===== config.mk =====
export PLATFORM = sky130hd
export DESIGN_NAME = tick_generator
export DESIGN_NICKNAME = d
export VERILOG_FILES = /design/src/rtl/tick_generator.sv
export SDC_FILE = /design/constraint.sdc
export NUM_CORES = 1
export LEC_CHECK = 0
export BUFFER_PORTS_ARGS = -buffer_cell sky130_fd_sc_hd__buf_2
export CORE_ASPECT_RATIO = 0.5
export CORE_MARGIN = 2
export CORE_UTILIZATION = 35
export DETAILED_ROUTE_END_ITERATION = 12
export SETUP_SLACK_MARGIN = 0.2
export SYNTH_ARGS = -nofsm -noshare
export SYNTH_HDL_FRONTEND = slang
export SYNTH_SLANG_ARGS = --single-unit

===== constraint.sdc =====
create_clock -name clk_nexys -period 12.2 [get_ports clk_nexys]
set_input_delay 2.44 -clock clk_nexys [delete_from_list [all_inputs] [get_ports clk_nexys]]
set_output_delay 2.44 -clock clk_nexys [all_outputs]
set_load 0.01 [all_outputs]

===== src/rtl/tick_generator.sv =====
// tick_generator: NUM_CH independent clock-enable channels with shadowed divisors.
// Each channel emits a one-cycle tick every div+1 cycles plus a 50% square wave.
//
// Ports:
//   clk_nexys  100 MHz system clock
//   rst        asynchronous, active-high reset
//   ch_en      per-channel run enable (level)
//   sync_clr   realign the phase of all channels
//   cfg_we     divisor write strobe
//   cfg_ch     divisor write target channel
//   cfg_div    new divisor value
//   cfg_ack    write accepted (one cycle after cfg_we)
//   cfg_err    write dropped, channel out of range
//   pending    shadow divisor waiting for reload
//   tick       one-cycle enable per channel
//   sq         square wave, toggles on each tick
module tick_generator #(
  parameter int NUM_CH = 4,
  parameter int CNT_W  = 24,
  parameter logic [NUM_CH*CNT_W-1:0] DIV_INIT = '0
) (
  input  logic              clk_nexys,
  input  logic              rst,
  input  logic [NUM_CH-1:0] ch_en,
  input  logic              sync_clr,
  input  logic              cfg_we,
  input  logic [3:0]        cfg_ch,
  input  logic [CNT_W-1:0]  cfg_div,
  output logic              cfg_ack,
  output logic              cfg_err,
  output logic [NUM_CH-1:0] pending,
  output logic [NUM_CH-1:0] tick,
  output logic [NUM_CH-1:0] sq
);

  logic [CNT_W-1:0]  cnt     [NUM_CH];
  logic [CNT_W-1:0]  div_act [NUM_CH];
  logic [CNT_W-1:0]  div_shd [NUM_CH];
  logic              cfg_ok;
  logic [NUM_CH-1:0] wr_sel;
  logic [NUM_CH-1:0] term;

  assign cfg_ok = int'(cfg_ch) < NUM_CH;

  always_comb begin
    wr_sel = '0;
    term   = '0;
    for (int i = 0; i < NUM_CH; i++) begin
      wr_sel[i] = cfg_we && cfg_ok && (int'(cfg_ch) == i);
      term[i]   = cnt[i] == div_act[i];
    end
  end

  always_ff @(posedge clk_nexys or posedge rst) begin
    if (rst) begin
      cfg_ack <= 1'b0;
      cfg_err <= 1'b0;
      pending <= '0;
      tick    <= '0;
      sq      <= '0;
      for (int i = 0; i < NUM_CH; i++) begin
        cnt[i]     <= '0;
        div_act[i] <= DIV_INIT[i*CNT_W +: CNT_W];
        div_shd[i] <= DIV_INIT[i*CNT_W +: CNT_W];
      end
    end else begin
      cfg_ack <= cfg_we && cfg_ok;
      cfg_err <= cfg_we && !cfg_ok;
      for (int i = 0; i < NUM_CH; i++) begin
        if (sync_clr) begin
          cnt[i]  <= '0;
          tick[i] <= 1'b0;
          sq[i]   <= 1'b0;
        end else if (!ch_en[i]) begin
          cnt[i]  <= '0;
          tick[i] <= 1'b0;
          sq[i]   <= 1'b0;
          if (pending[i]) begin
            div_act[i] <= div_shd[i];
            pending[i] <= 1'b0;
          end
        end else if (term[i]) begin
          cnt[i]  <= '0;
          tick[i] <= 1'b1;
          sq[i]   <= ~sq[i];
          if (pending[i]) begin
            div_act[i] <= div_shd[i];
            pending[i] <= 1'b0;
          end
        end else begin
          cnt[i]  <= cnt[i] + CNT_W'(1);
          tick[i] <= 1'b0;
        end
        // A write wins over a same-cycle reload: the reload
        // takes the old shadow, the new value stays pending.
        if (wr_sel[i]) begin
          div_shd[i] <= cfg_div;
          pending[i] <= 1'b1;
        end
      end
    end
  end

endmodule


* Yosys cells after proc, flatten, opt, wreduce, memory -nomap -nowiden *
Cells that the tools add are included.

storage, ports and cells
  output and inout bits = 14
  register bits = 302
  input port bits = 36
  word-level logic and storage cells = 136

operators by class
  multiplexer cells = 64
  eq/ne operators = 23
  add/subtract/negate cells = 4
  magnitude comparators = 1
  reduce and logical (&&, ||, !) cells = 16
  bitwise gates (word level) = 5

operator list
  operator                 number
  $mux W24                 24
  $add A24 B1 Y24 const B  4
  $eq A24 B24 Y1           4
  $mux W1                  40
  $ne A3 B1 Y1 const B     8
  $ne A2 B1 Y1 const B     8
  $reduce_and A2 Y1        8
  $eq A4 B3 Y1 const B     2
  $logic_and A1 B1 Y1      6
  $not A1 Y1               5
  $eq A4 B2 Y1 const B     1
  $logic_not A4 Y1         1
  $lt A4 B3 Y1 const B     1
  $logic_not A1 Y1         1

* Longest topological paths before layout *
Gate-level depths: netlist (run 1).

  depth after elaboration = 5
  depth in mapped cells = 7
  gate-level depth less buffers = 6

* Worst setup path after synthesis (run 1) *
Ideal clock, no wire load.

  kind = input port to flip-flop
  start point = input sync_clr
  end point = register div_act[0] in the netlist's numbering
  library setup time = 0.125 ns
  path buffers = 2
  cell stages on the path = 5
  data arrival time = 3.691 ns
  data required time = 12.075 ns
  path slack = 8.384 ns
  cell sequence = clkbuf_1 and2b_1 a32oi_4 buf_6 mux2_4

between the ends
  cells in the longest elaborated chain, start to end = 2

RTL lines
  what                           line  source
  start, declared                25    input logic sync_clr,
  $not A1 Y1 (no line)           --
  $reduce_and A2 Y1 (no line)    --
  end signal, assigned by index  63    div_act[i] <= DIV_INIT[i*CNT_W +: CNT_W];
  end signal, assigned by index  79    div_act[i] <= div_shd[i];
  end signal, assigned by index  87    div_act[i] <= div_shd[i];
  end, declared                  37    logic [CNT_W-1:0] div_act [NUM_CH];

Every way passes these cells.
A chain may end at the register's enable or synchronous reset.

* Final worst setup path (run 1) *
  start point = input cfg_ch[3]
  end point = register div_shd[3] in the netlist's numbering

between the ends
  cells in the longest elaborated chain, start to end = 3
  elaborated cells between the ends (all ways) = 4
  classes of those cells = order compare: 1; eq/ne: 1; reduce/logical: 2

RTL lines
  what                           line  source
  start, declared                27    input logic [3:0] cfg_ch,
  $lt A4 B3 Y1                   43    assign cfg_ok = int'(cfg_ch) < NUM_CH;
  $logic_and A1 B1 Y1            49    wr_sel[i] = cfg_we && cfg_ok && (int'(cfg_ch) == i);
  $logic_and A1 B1 Y1 (*)        49
  end signal, assigned by index  64    div_shd[i] <= DIV_INIT[i*CNT_W +: CNT_W];
  end signal, assigned by index  97    div_shd[i] <= cfg_div;
  end, declared                  38    logic [CNT_W-1:0] div_shd [NUM_CH];

Every way passes the cells marked *; elsewhere a longest branch is shown, timed or not.

==> impl_metrics.csv, run 1 <==
group,metric,value,unit
die,fp.dieW,285.0,um
timing,timing.clock.skew,0.01403,ns
placed_design,dp.cells,1620,
setup_path,cp_data_arrival_time,4.43,ns
timing,post_layout_worst_setup_margin,8.197,ns
power,swShare,26.51,%
detailed_routing,detail_route.wl_per_cell,18.12,um
die,core_area,38920,um2
global_routing,grt_start_max_net_pins,149,
global_routing,first_global_vias,8264,
timing,max-slew-margin-rel,15.38,%
synthesis,synth_area_per_cell,12.93,um2
detailed_routing,wl_met3,1161,um
synthesis,seq_area_frac_synth,54.68,%
synthesis,syn-instance-count,1069,
timing,achievable_freq,249.8,MHz
clock_network,cts_tree,"built",
synthesis,synth_warnings,0,
clock_network,h-tree-depth,1,
power,ratio_of_total_power_to_cell_area,187.0,nW/um2
global_routing,overflow,0,
timing,worstMarginPinSlew,1.266,ns
power,internal-power,2.145,mW
clock_network,numCtsBuffers,31,
detailed_routing,via_per_inst,4.856,
finish,diodes,0,
setup_path,worstSetupStartpointType,"primary input",
die,start_util,35.51,%
setup_path,cp_slowest_cell,"nand3_1",
timing,rsz0062_at_grt,"false",
global_routing,grt_util_all_layers,14.78,%
placed_design,detailedPlace.worstSlack,7.586,ns
clock_network,cts.root.buffer_cell,"clkbuf_16",
finish,final_net_count,1163,
detailed_routing,highest-signal-layer,"met5",
setup_path,cp_data_required_time,12.63,ns
die,dieArea,41190,um2
setup_path,max_stage_delay,0.93,ns
synthesis,synth_largest_type_area_fraction,54.68,%
power,power.net_switching,0.7737,mW
finish,layout.cells.most_common_list,"302 x dfrtp_1, 152 x xor2_1, 115 x nor2_1",
timing,setup_viol_count_final,0,
synthesis,synth_fp_nets,1109,
detailed_routing,vias,8129,
finish,stdcell_count,1674,
timing,finalMaxSlewViolations,0,
synthesis,synth_cell_type_count,36,
clock_network,clock_sinks,302,
global_routing,grt_first_pass_wirelength,47670,um
clock_network,cts.reportedPaths.clkPinSlew,0.06,ns
synthesis,synthesis.area,13820,um2
finish,layout.cells.most_common,"dfrtp_1",
synthesis,postSynthRegisterBits,302,
power,power_frac_seq,48.5,%
finish,final_layout_size_suffix_gt1_share,27.71,%
placed_design,port_buf_inserts,49,
finish,area_growth_syn_to_layout,12.94,%
detailed_routing,routedLengthMet1,14640,um
finish,postLayoutCoreUtil,40.10,%
setup_path,setup.worst_path.end_class,"flip-flop",
placed_design,place.detailed.hpwl,20420,um
power,power_frac_clock,33.2,%
die,design.portCount,50,
timing,finalCritPeriodShare,32.81,%
setup_path,reg2reg_slack,9.58,ns
min_path,hold_path_class,"reg2reg",
detailed_routing,drtPass1Iterations,4,
die,fp.dieH,144.5,um
timing,finalSetupTns,0,ns
setup_path,worstPathCellList,"buf_2, nor3b_2, nand3_1, mux2_2",
clock_network,cts_setup_buffers,0,
run_status,outcome,"completed",
die,rows,51,
flow_run,cap_violations,0,
timing,report.final.hold_viol_count,0,
clock_network,cts_hold_buffers,0,
clock_network,post_cts_resized,0,
global_routing,initial_antenna_violation_count,3,
placed_design,globalplace.congestion,0.8072,
detailed_routing,remaining_drc_errors,0,
detailed_routing,drt_first_iter_violations,486,
setup_path,crit_path_max_fanout,25,
synthesis,synth.largest_area_cell,"dfrtp_1",
setup_path,timing_worst_setup_path_type,"in2reg",
clock_network,ctsLongestPathBuffers,3,
power,combPwrFrac,18.3,%
detailed_routing,totalWireLength,30330,um
power,power.leakage,7.348,nW
power,ir_drop,132.1,uV
detailed_routing,ant_nets,0,
detailed_routing,wl_met2,14010,um
clock_network,worstSkewPairLatency,0.55,ns
timing,post_layout_minimum_cycle_time,4.003,ns
synthesis,netlist_top_cells_area,"dfrtp_1 55%, xor2_1 9.6%, mux2_2 9.1%",
worst paths after layout:
kind	from	to	cells past startpoint
worst max-delay path	cfg_ch[3]	div_shd[3]	4
worst min-delay path	div_shd[53]	div_act[53]	1
worst max register to register	cnt[51]	div_act[69]	5
worst min register to register	div_shd[53]	div_act[53]	1
max in group asynchronous	rst	div_shd[45]	3
min in group asynchronous	rst	div_shd[57]	2
state kept, by name (all words and copies together), names as in the netlist:
name / flops
cnt: 96
div_act: 96
div_shd: 96
pending: 4
sq: 4
tick: 4
cfg_ack: 1
cfg_err: 1
synthesized netlist by cell type:
cell	count
dfrtp_1	302
xor2_1	152
nor2_1	116
mux2_2	112
mux2_4	80
nand3_1	44
nand2_1	39
xnor2_1	32
nor4_1	25
nand4_1	24
and3_1	16
and4_1	16
buf_6	13
nor3_1	13
clkbuf_1	11
buf_2	9
and2_1	7
nor2b_1	7
inv_1	5
a21oi_1	4
a31o_2	4
a32oi_4	4
ha_1	4
nand2b_1	4
o21ai_0	4
o21ai_1	4
or3_1	4
nor4_2	3
a21o_1	2
clkbuf_2	2
nor3b_2	2
and2b_1	1
and4bb_2	1
nand3b_1	1
nor3_2	1
o21a_1	1
cell type report:
class	count	area (um2)
fill	3675	23310
timing repair buffer	56	297.8
multi-input combinational	727	6020
inverter	5	26.28
clock buffer	44	914.6
tap	530	663.1
clock inverter	10	131.4
sequential	302	7557
metrics by stage:
stage | hold slack [ns] | total power [mW] | instance area, um2
after floorplan | 0.4642 | 1.810 | 13820
after global placement | 0.4819 | 1.946 | 14560
after detailed placement | 0.4878 | 1.967 | 14560
after CTS | 0.5009 | 2.949 | 15610
after global routing | 0.5069 | 3.060 | 15610
final | 0.4967 | 2.919 | 15610
logic make-up after synthesis:
| logic type | share of synthesized area [%] |
|---|---|
| AO/OA/AOI/OAI | 1.648 |
| adder cells (fa/ha/maj) | 0.3621 |
| flip-flops | 54.68 |
| multiplexers | 17.81 |
| buffers and inverters | 1.892 |
| XOR/XNOR | 11.66 |
| AND/OR/NAND/NOR | 11.95 |
power by group through the flow:
stage	Sequential, mW	Clock [mW]	Combinational, mW
2_1_floorplan	1.36	0	0.450
3_3_place_gp	1.43	0	0.520
3_5_place_dp	1.43	0	0.536
4_1_cts	1.42	0.991	0.541
5_1_grt	1.44	1.03	0.583
6_report	1.42	0.970	0.533
worst max-delay path: cells and delay by family:
kind                   cells  cell delay (ns)
muxes                      1             0.63
buffers and inverters      1             0.11
and+or+nand+nor            2             1.24
layer usage:
metal | track usage [%] | up-vias
met5 | 0 | -
met4 | 2.783 | 2
met3 | 2.397 | 39
met2 | 24.14 | 103
met1 | 20.94 | 4180
li1 | - | 3805
No activity file was read; power rests on OpenSTA's default activity.
==> run 2: changes to the inputs <==
- ABC_AREA: default -> 1
- clock period: 12.2 -> 3.8 ns (I/O delays scaled with it)
==> run 2 against run 1 <==
Against the previous run: critical path type is now reg2out; largest cell class unchanged; global-route usage increased by 2.1 points; via count increased by 49%; highest routed layer is now met4; clock power rose to 3.6 times the previous value; synthesized cell count up 82%; setup slack worse by 6.9 ns; combinational power increased to 3.6 times the previous value.
==> impl_metrics.csv, run 2 <==
group,metric,value,unit
run_status,outcome,"completed",
finish,diodes,0,
synthesis,ys_async_sr_fraction,100.0,%
flow_run,cap_violations,0,
min_path,holdCritStartpoint,"cfg_ch[3]",
setup_path,cp_slowest_cell,"dfrtp_1",
placed_design,place.detailed.hpwl,25180,um
timing,report.final.hold_viol_count,0,
detailed_routing,drtPass1Iterations,7,
clock_network,cts_hold_buffers,0,
clock_network,worstSkewPairLatency,0.58,ns
detailed_routing,detail_route.wl_per_cell,14.03,um
setup_path,cp_data_arrival_time,1.71,ns
setup_path,worstSetupStartpointType,"flip-flop",
timing,finalCritPeriodShare,65.10,%
synthesis,post_synth_fa_ha_maj_area_fraction,0.3340,%
setup_path,r2r-end,"div_act[47]",
synthesis,synth_compound_gate_area_share,3.958,%
synthesis,synthesis.area,14980,um2
detailed_routing,remaining_drc_errors,0,
clock_network,cts.reportedPaths.clkPinSlew,0.06,ns
synthesis,synth_largest_type_area_fraction,50.44,%
die,fp.dieW,296.6,um
detailed_routing,vias,12130,
global_routing,grt_util_all_layers,16.87,%
synthesis,synth.top_cells.by_count,"674 x nand2_1, 302 x dfrtp_1, 249 x nor2_1",
timing,worstMarginPinSlew,1.037,ns
global_routing,grt_start_max_net_pins,50,
timing,finalSetupTns,0,ns
synthesis,synth_edf_count,0,
setup_path,max_stage_delay,0.88,ns
setup_path,path_delay_family,"flip-flops",
detailed_routing,via_per_inst,4.686,
power,internal-power,6.812,mW
setup_path,cp_data_required_time,3.04,ns
power,power.net_switching,3.154,mW
min_path,min_to,"cfg_ack",
clock_network,ctsLongestPathBuffers,3,
clock_network,cts_setup_buffers,0,
setup_path,worstPathCellList,"buf_2",
synthesis,synth_simple_gate_area_share,33.40,%
die,dieArea,44580,um2
setup_path,reg2reg_slack,1.71,ns
power,ratio_of_total_power_to_cell_area,587.1,nW/um2
min_path,hold_depth,2,
synthesis,netlist_top_cells_area,"dfrtp_1 50%, nand2_1 17%, nor2_1 6.2%",
clock_network,clock_sinks,302,
finish,ff_latch_area,7557,um2
timing,fin_worst_hold_slack,0.3843,ns
setup_path,worst_r2r_path_depth,11,
detailed_routing,drt_first_iter_violations,821,
setup_path,crit_path_max_fanout,27,
clock_network,h-tree-depth,1,
synthesis,synth_top_family_by_area,"simple AND/OR/NAND/NOR gates",
setup_path,setup.worst_path.end_class,"primary output",
power,combPwrFrac,19.2,%
timing,post_layout_minimum_cycle_time,2.474,ns
die,core_area,42110,um2
timing,finalMaxSlewViolations,0,
setup_path,critical_path.reg2reg.startpoint,"cnt[39]",
finish,layout.cells.most_common_list,"674 x nand2_1, 302 x dfrtp_1, 249 x nor2_1",
finish,final_net_count,2028,
timing,timing.clock.skew,0.01364,ns
global_routing,first_global_vias,11230,
finish,layout.cells.most_common,"nand2_1",
die,rows,53,
power,power_frac_clock,35.2,%
placed_design,globalplace.congestion,0.8317,
die,design.portCount,50,
placed_design,dp.cells,2532,
power,swShare,31.65,%
synthesis,postSynthRegisterBits,302,
synthesis,synth_fp_nets,1990,
synthesis,synthMostInstantiatedCell,"nand2_1",
timing,max-slew-margin-rel,30.70,%
synthesis,synth_cell_type_count,31,
timing,rsz0062_at_grt,"false",
clock_network,cts.root.buffer_cell,"clkbuf_16",
global_routing,overflow,0,
placed_design,port_buf_inserts,49,
setup_path,timing.critical_path.buf_inv,1,
global_routing,grt_first_pass_wirelength,60460,um
die,start_util,35.58,%
synthesis,synth.largest_area_cell,"dfrtp_1",
setup_path,timing_worst_setup_path_type,"reg2out",
synthesis,seq_area_frac_synth,50.44,%
min_path,hold_path_class,"in2reg",
finish,multiInputGateArea,6147,um2
detailed_routing,totalWireLength,36300,um
synthesis,muxShareOfSynthArea,0,%
power,ir_drop,368.0,uV
clock_network,post_cts_resized,0,
timing,achievable_freq,404.3,MHz
synthesis,dominantRegCellSynth,"dfrtp_1",
power,power_frac_seq,45.6,%
global_routing,initial_antenna_violation_count,0,
detailed_routing,ant_nets,0,
finish,area_growth_syn_to_layout,13.29,%
synthesis,syn-instance-count,1950,
synthesis,synth_area_per_cell,7.684,um2
clock_network,numCtsBuffers,31,
timing,setup_viol_count_final,0,
die,fp.dieH,150.3,um
clock_network,cts_tree,"built",
finish,nFillCells,4260,
synthesis,synth_warnings,0,
synthesis,area_share_of_xor_xnor_cells_in_the_synthesized_design,3.332,%
finish,final_layout_size_suffix_gt1_share,9.150,%
finish,stdcell_count,2588,
finish,reg_top3,"cnt (96), div_act (96), div_shd (96)",
power,power.leakage,8.415,nW
==> run 2: metal layers <==
layer	vias up	GRT usage, %	wire length (um)
li1	6193	-	-
met1	5703	25.69	18880
met2	197	25.83	15540
met3	34	2.406	1451
met4	0	2.475	427
met5	-	0	0
==> run 2: per-stage QoR <==
step	power, mW	setup WS [ns]	instance area (um2)	util, %
6_report	9.966	1.326	16980	40.31
5_1_grt	10.66	1.192	16980	40.31
4_1_cts	10.07	1.314	16980	40.31
3_5_place_dp	6.507	1.519	15800	37.52
3_3_place_gp	6.441	1.538	15800	37.52
2_1_floorplan	5.912	-0.9750	14990	-
==> run 2: worst max path at each step <==
stage               start    endpoint  slack (ns)  cells after the start
4_1_cts        pending[3]  pending[3]        1.31                      1
2_1_floorplan         rst     cfg_ack       -0.98                      1
5_1_grt        pending[3]  pending[3]        1.19                      1
3_5_place_dp     sync_clr     cnt[18]        1.52                      5
6_report       pending[3]  pending[3]        1.33                      1
3_3_place_gp     sync_clr       sq[3]        1.54                      7
==> run 2: cell families after synthesis <==
kind of cell / after synthesis
fa+ha+maj: 4
compound gates: 118
buf+inv: 303
simple gates: 1166
flops: 302
xor+xnor: 57
==> run 2: area by class of cell <==
cell class,instances,share of cell area [%]
clock inverter,18,2.027
timing repair buffer,74,2.845
tap,577,4.253
multi-input combinational,1345,36.21
clock buffer,38,4.902
sequential,302,44.52
inverter,234,5.241
==> run 2: power groups by stage <==
stage               sequential (mW)  combinational (mW)  clock [mW]
CTS                            4.53                1.95        3.58
global route                   4.63                2.31        3.72
global placement               4.57                1.87           0
detailed placement             4.57                1.94           0
finish                         4.55                1.91        3.51
floorplan                      4.32                1.59           0
==> run 3: changes to the inputs <==
- clock period: 3.8 -> 2.05 ns (I/O delays scaled with it)
==> run 3 against run 2 <==
Against the previous run: global-route usage shrank 0.11 points; count of clock-buffer cells in the layout shrank 1; clock skew grew 0.0069 ns; cell count grew 1.9%; combinational power grew 100%; wire length grew 1.8%; first-iteration DRC count grew 28%; utilization grew 1.4 points; critical endpoint unchanged.
==> impl_metrics.csv, run 3 (synthesis gave the netlist of run 2 again) <==
group,metric,value,unit
detailed_routing,drt_first_iter_violations,1050,
setup_path,worst_r2r_path_depth,10,
global_routing,initial_antenna_violation_count,0,
min_path,holdCritStartpoint,"cfg_ch[3]",
min_path,hold_depth,3,
clock_network,ctsLongestPathBuffers,3,
timing,achievable_freq,537.5,MHz
global_routing,overflow,0,
setup_path,path_delay_family,"flip-flops",
timing,max-slew-margin-rel,66.10,%
setup_path,reg2reg_slack,0.30,ns
die,start_util,35.58,%
clock_network,numCtsBuffers,30,
finish,nFillCells,4296,
clock_network,cts.reportedPaths.clkPinSlew,0.07,ns
setup_path,crit_path_max_fanout,12,
power,power.leakage,8.615,nW
global_routing,first_global_vias,11060,
finish,ff_latch_area,7576,um2
die,dieArea,44580,um2
timing,finalMaxSlewViolations,0,
detailed_routing,via_per_inst,4.662,
setup_path,cp_data_arrival_time,1.45,ns
die,fp.dieH,150.3,um
die,design.portCount,50,
placed_design,dp.cells,2545,
timing,post_layout_minimum_cycle_time,1.861,ns
placed_design,globalplace.congestion,0.8706,
detailed_routing,vias,12290,
clock_network,cts.root.buffer_cell,"clkbuf_16",
min_path,hold_path_class,"in2reg",
finish,multiInputGateArea,6427,um2
timing,fin_worst_hold_slack,0.06983,ns
clock_network,worstSkewPairLatency,0.59,ns
detailed_routing,drtPass1Iterations,5,
power,ratio_of_total_power_to_cell_area,1043,nW/um2
finish,layout.cells.most_common,"nand2_1",
finish,area_growth_syn_to_layout,17.13,%
clock_network,h-tree-depth,1,
global_routing,grt_util_all_layers,16.76,%
power,power.total,18.31,mW
timing,finalCritPeriodShare,90.76,%
setup_path,cp_data_required_time,1.64,ns
global_routing,grt_first_pass_wirelength,59830,um
setup_path,critical_path.reg2reg.startpoint,"cnt[16]",
power,ir_drop,668.7,uV
die,rows,53,
detailed_routing,ant_nets,0,
setup_path,setup.worst_path.end_class,"primary output",
timing,report.final.hold_viol_count,0,
finish,stdcell_count,2636,
clock_network,clock_sinks,302,
run_status,outcome,"completed",
die,fp.dieW,296.6,um
placed_design,place.detailed.hpwl,25330,um
setup_path,r2r-end,"div_act[7]",
setup_path,worstPathCellList,"buf_2",
setup_path,worstSetupStartpointType,"flip-flop",
finish,diodes,0,
setup_path,timing_worst_setup_path_type,"reg2out",
global_routing,grt_start_max_net_pins,76,
timing,worstMarginPinSlew,0.5085,ns
flow_run,cap_violations,0,
placed_design,port_buf_inserts,49,
finish,reg_top3,"cnt (96), div_act (96), div_shd (96)",
finish,final_layout_size_suffix_gt1_share,13.02,%
timing,timing.clock.skew,0.02057,ns
clock_network,cts_tree,"built",
die,core_area,42110,um2
detailed_routing,detail_route.wl_per_cell,14.02,um
timing,rsz0062_at_grt,"true",
setup_path,max_stage_delay,0.66,ns
setup_path,timing.critical_path.buf_inv,1,
detailed_routing,totalWireLength,36940,um
min_path,min_to,"cfg_err",
finish,layout.cells.most_common_list,"667 x nand2_1, 287 x dfrtp_1, 245 x nor2_1",
timing,setup_viol_count_final,0,
detailed_routing,remaining_drc_errors,0,
setup_path,cp_slowest_cell,"dfrtp_1",
finish,final_net_count,2077,
==> run 3: cell count changes in the layout (fill, tap and decap cells not counted), sizes merged <==
cell         previous run  this run
bufinv                  9         6
dlygate4sd3             0         3
nand2                 682       684
clkbuf                 38        37
clkinv                  4         9
clkinvlp                5         2
buf                    74       112
nand3                  65        72
==> run 3: per-stage QoR <==
| step | area [um2] | setup TNS, ns | setup slack, ns | util, % |
|---|---|---|---|---|
| 2_1_floorplan | 14990 | -717.26 | -2.375 | - |
| 3_3_place_gp | 15910 | 0 | 0.1866 | 37.78 |
| 3_5_place_dp | 15910 | 0 | 0.1398 | 37.78 |
| 4_1_cts | 17060 | 0 | 0.1904 | 40.51 |
| 5_1_grt | 17550 | 0 | 0.1111 | 41.68 |
| 6_report | 17550 | 0 | 0.1894 | 41.68 |
==> run 3: layer usage <==
metal / wire length [um] / track usage (%)
met1: 19180 / 26.35
met2: 15570 / 24.33
met3: 1456 / 2.111
met4: 735 / 3.611
met5: 0 / 0
==> run 3: worst max-delay path by stage <==
stage               start    endpoint  slack [ns]  cells after the start
6_report       pending[3]  pending[3]        0.19                      1
3_3_place_gp      cnt[48]     cnt[66]        0.19                     11
5_1_grt        pending[3]  pending[3]        0.11                      1
3_5_place_dp      cnt[48]     cnt[66]        0.14                     11
4_1_cts           cnt[49]     cnt[66]        0.19                     11
2_1_floorplan         rst     cfg_ack       -2.38                      1
==> run 3: area by class of cell <==
| type | count | area share (%) |
|---|---|---|
| clock buffer | 37 | 4.713 |
| clock inverter | 17 | 1.462 |
| inverter | 234 | 5.069 |
| multi-input combinational | 1354 | 36.62 |
| sequential | 302 | 43.17 |
| tap | 577 | 4.114 |
| timing repair buffer | 115 | 4.848 |
==> run 3: repair_timing <==
item | 4_1_cts | 5_1_grt
endpoints found under the setup margin | 6 | 177
setup buffers | 1 | 24
hold buffers | 3 | 0
resized for setup | 2 | 61
hold endpoints to repair | 7 | 0
cloned | 2 | 7
pin swaps | 0 | 16
==> run 3: power breakdown <==
| group | internal [mW] | total (mW) | switching (mW) | leakage [nW] |
|---|---|---|---|---|
| registers | 7.23 | 8.40 | 1.17 | 4.01 |
| logic | 1.55 | 3.85 | 2.30 | 4.07 |
| clock network | 3.62 | 6.06 | 2.44 | 0.536 |
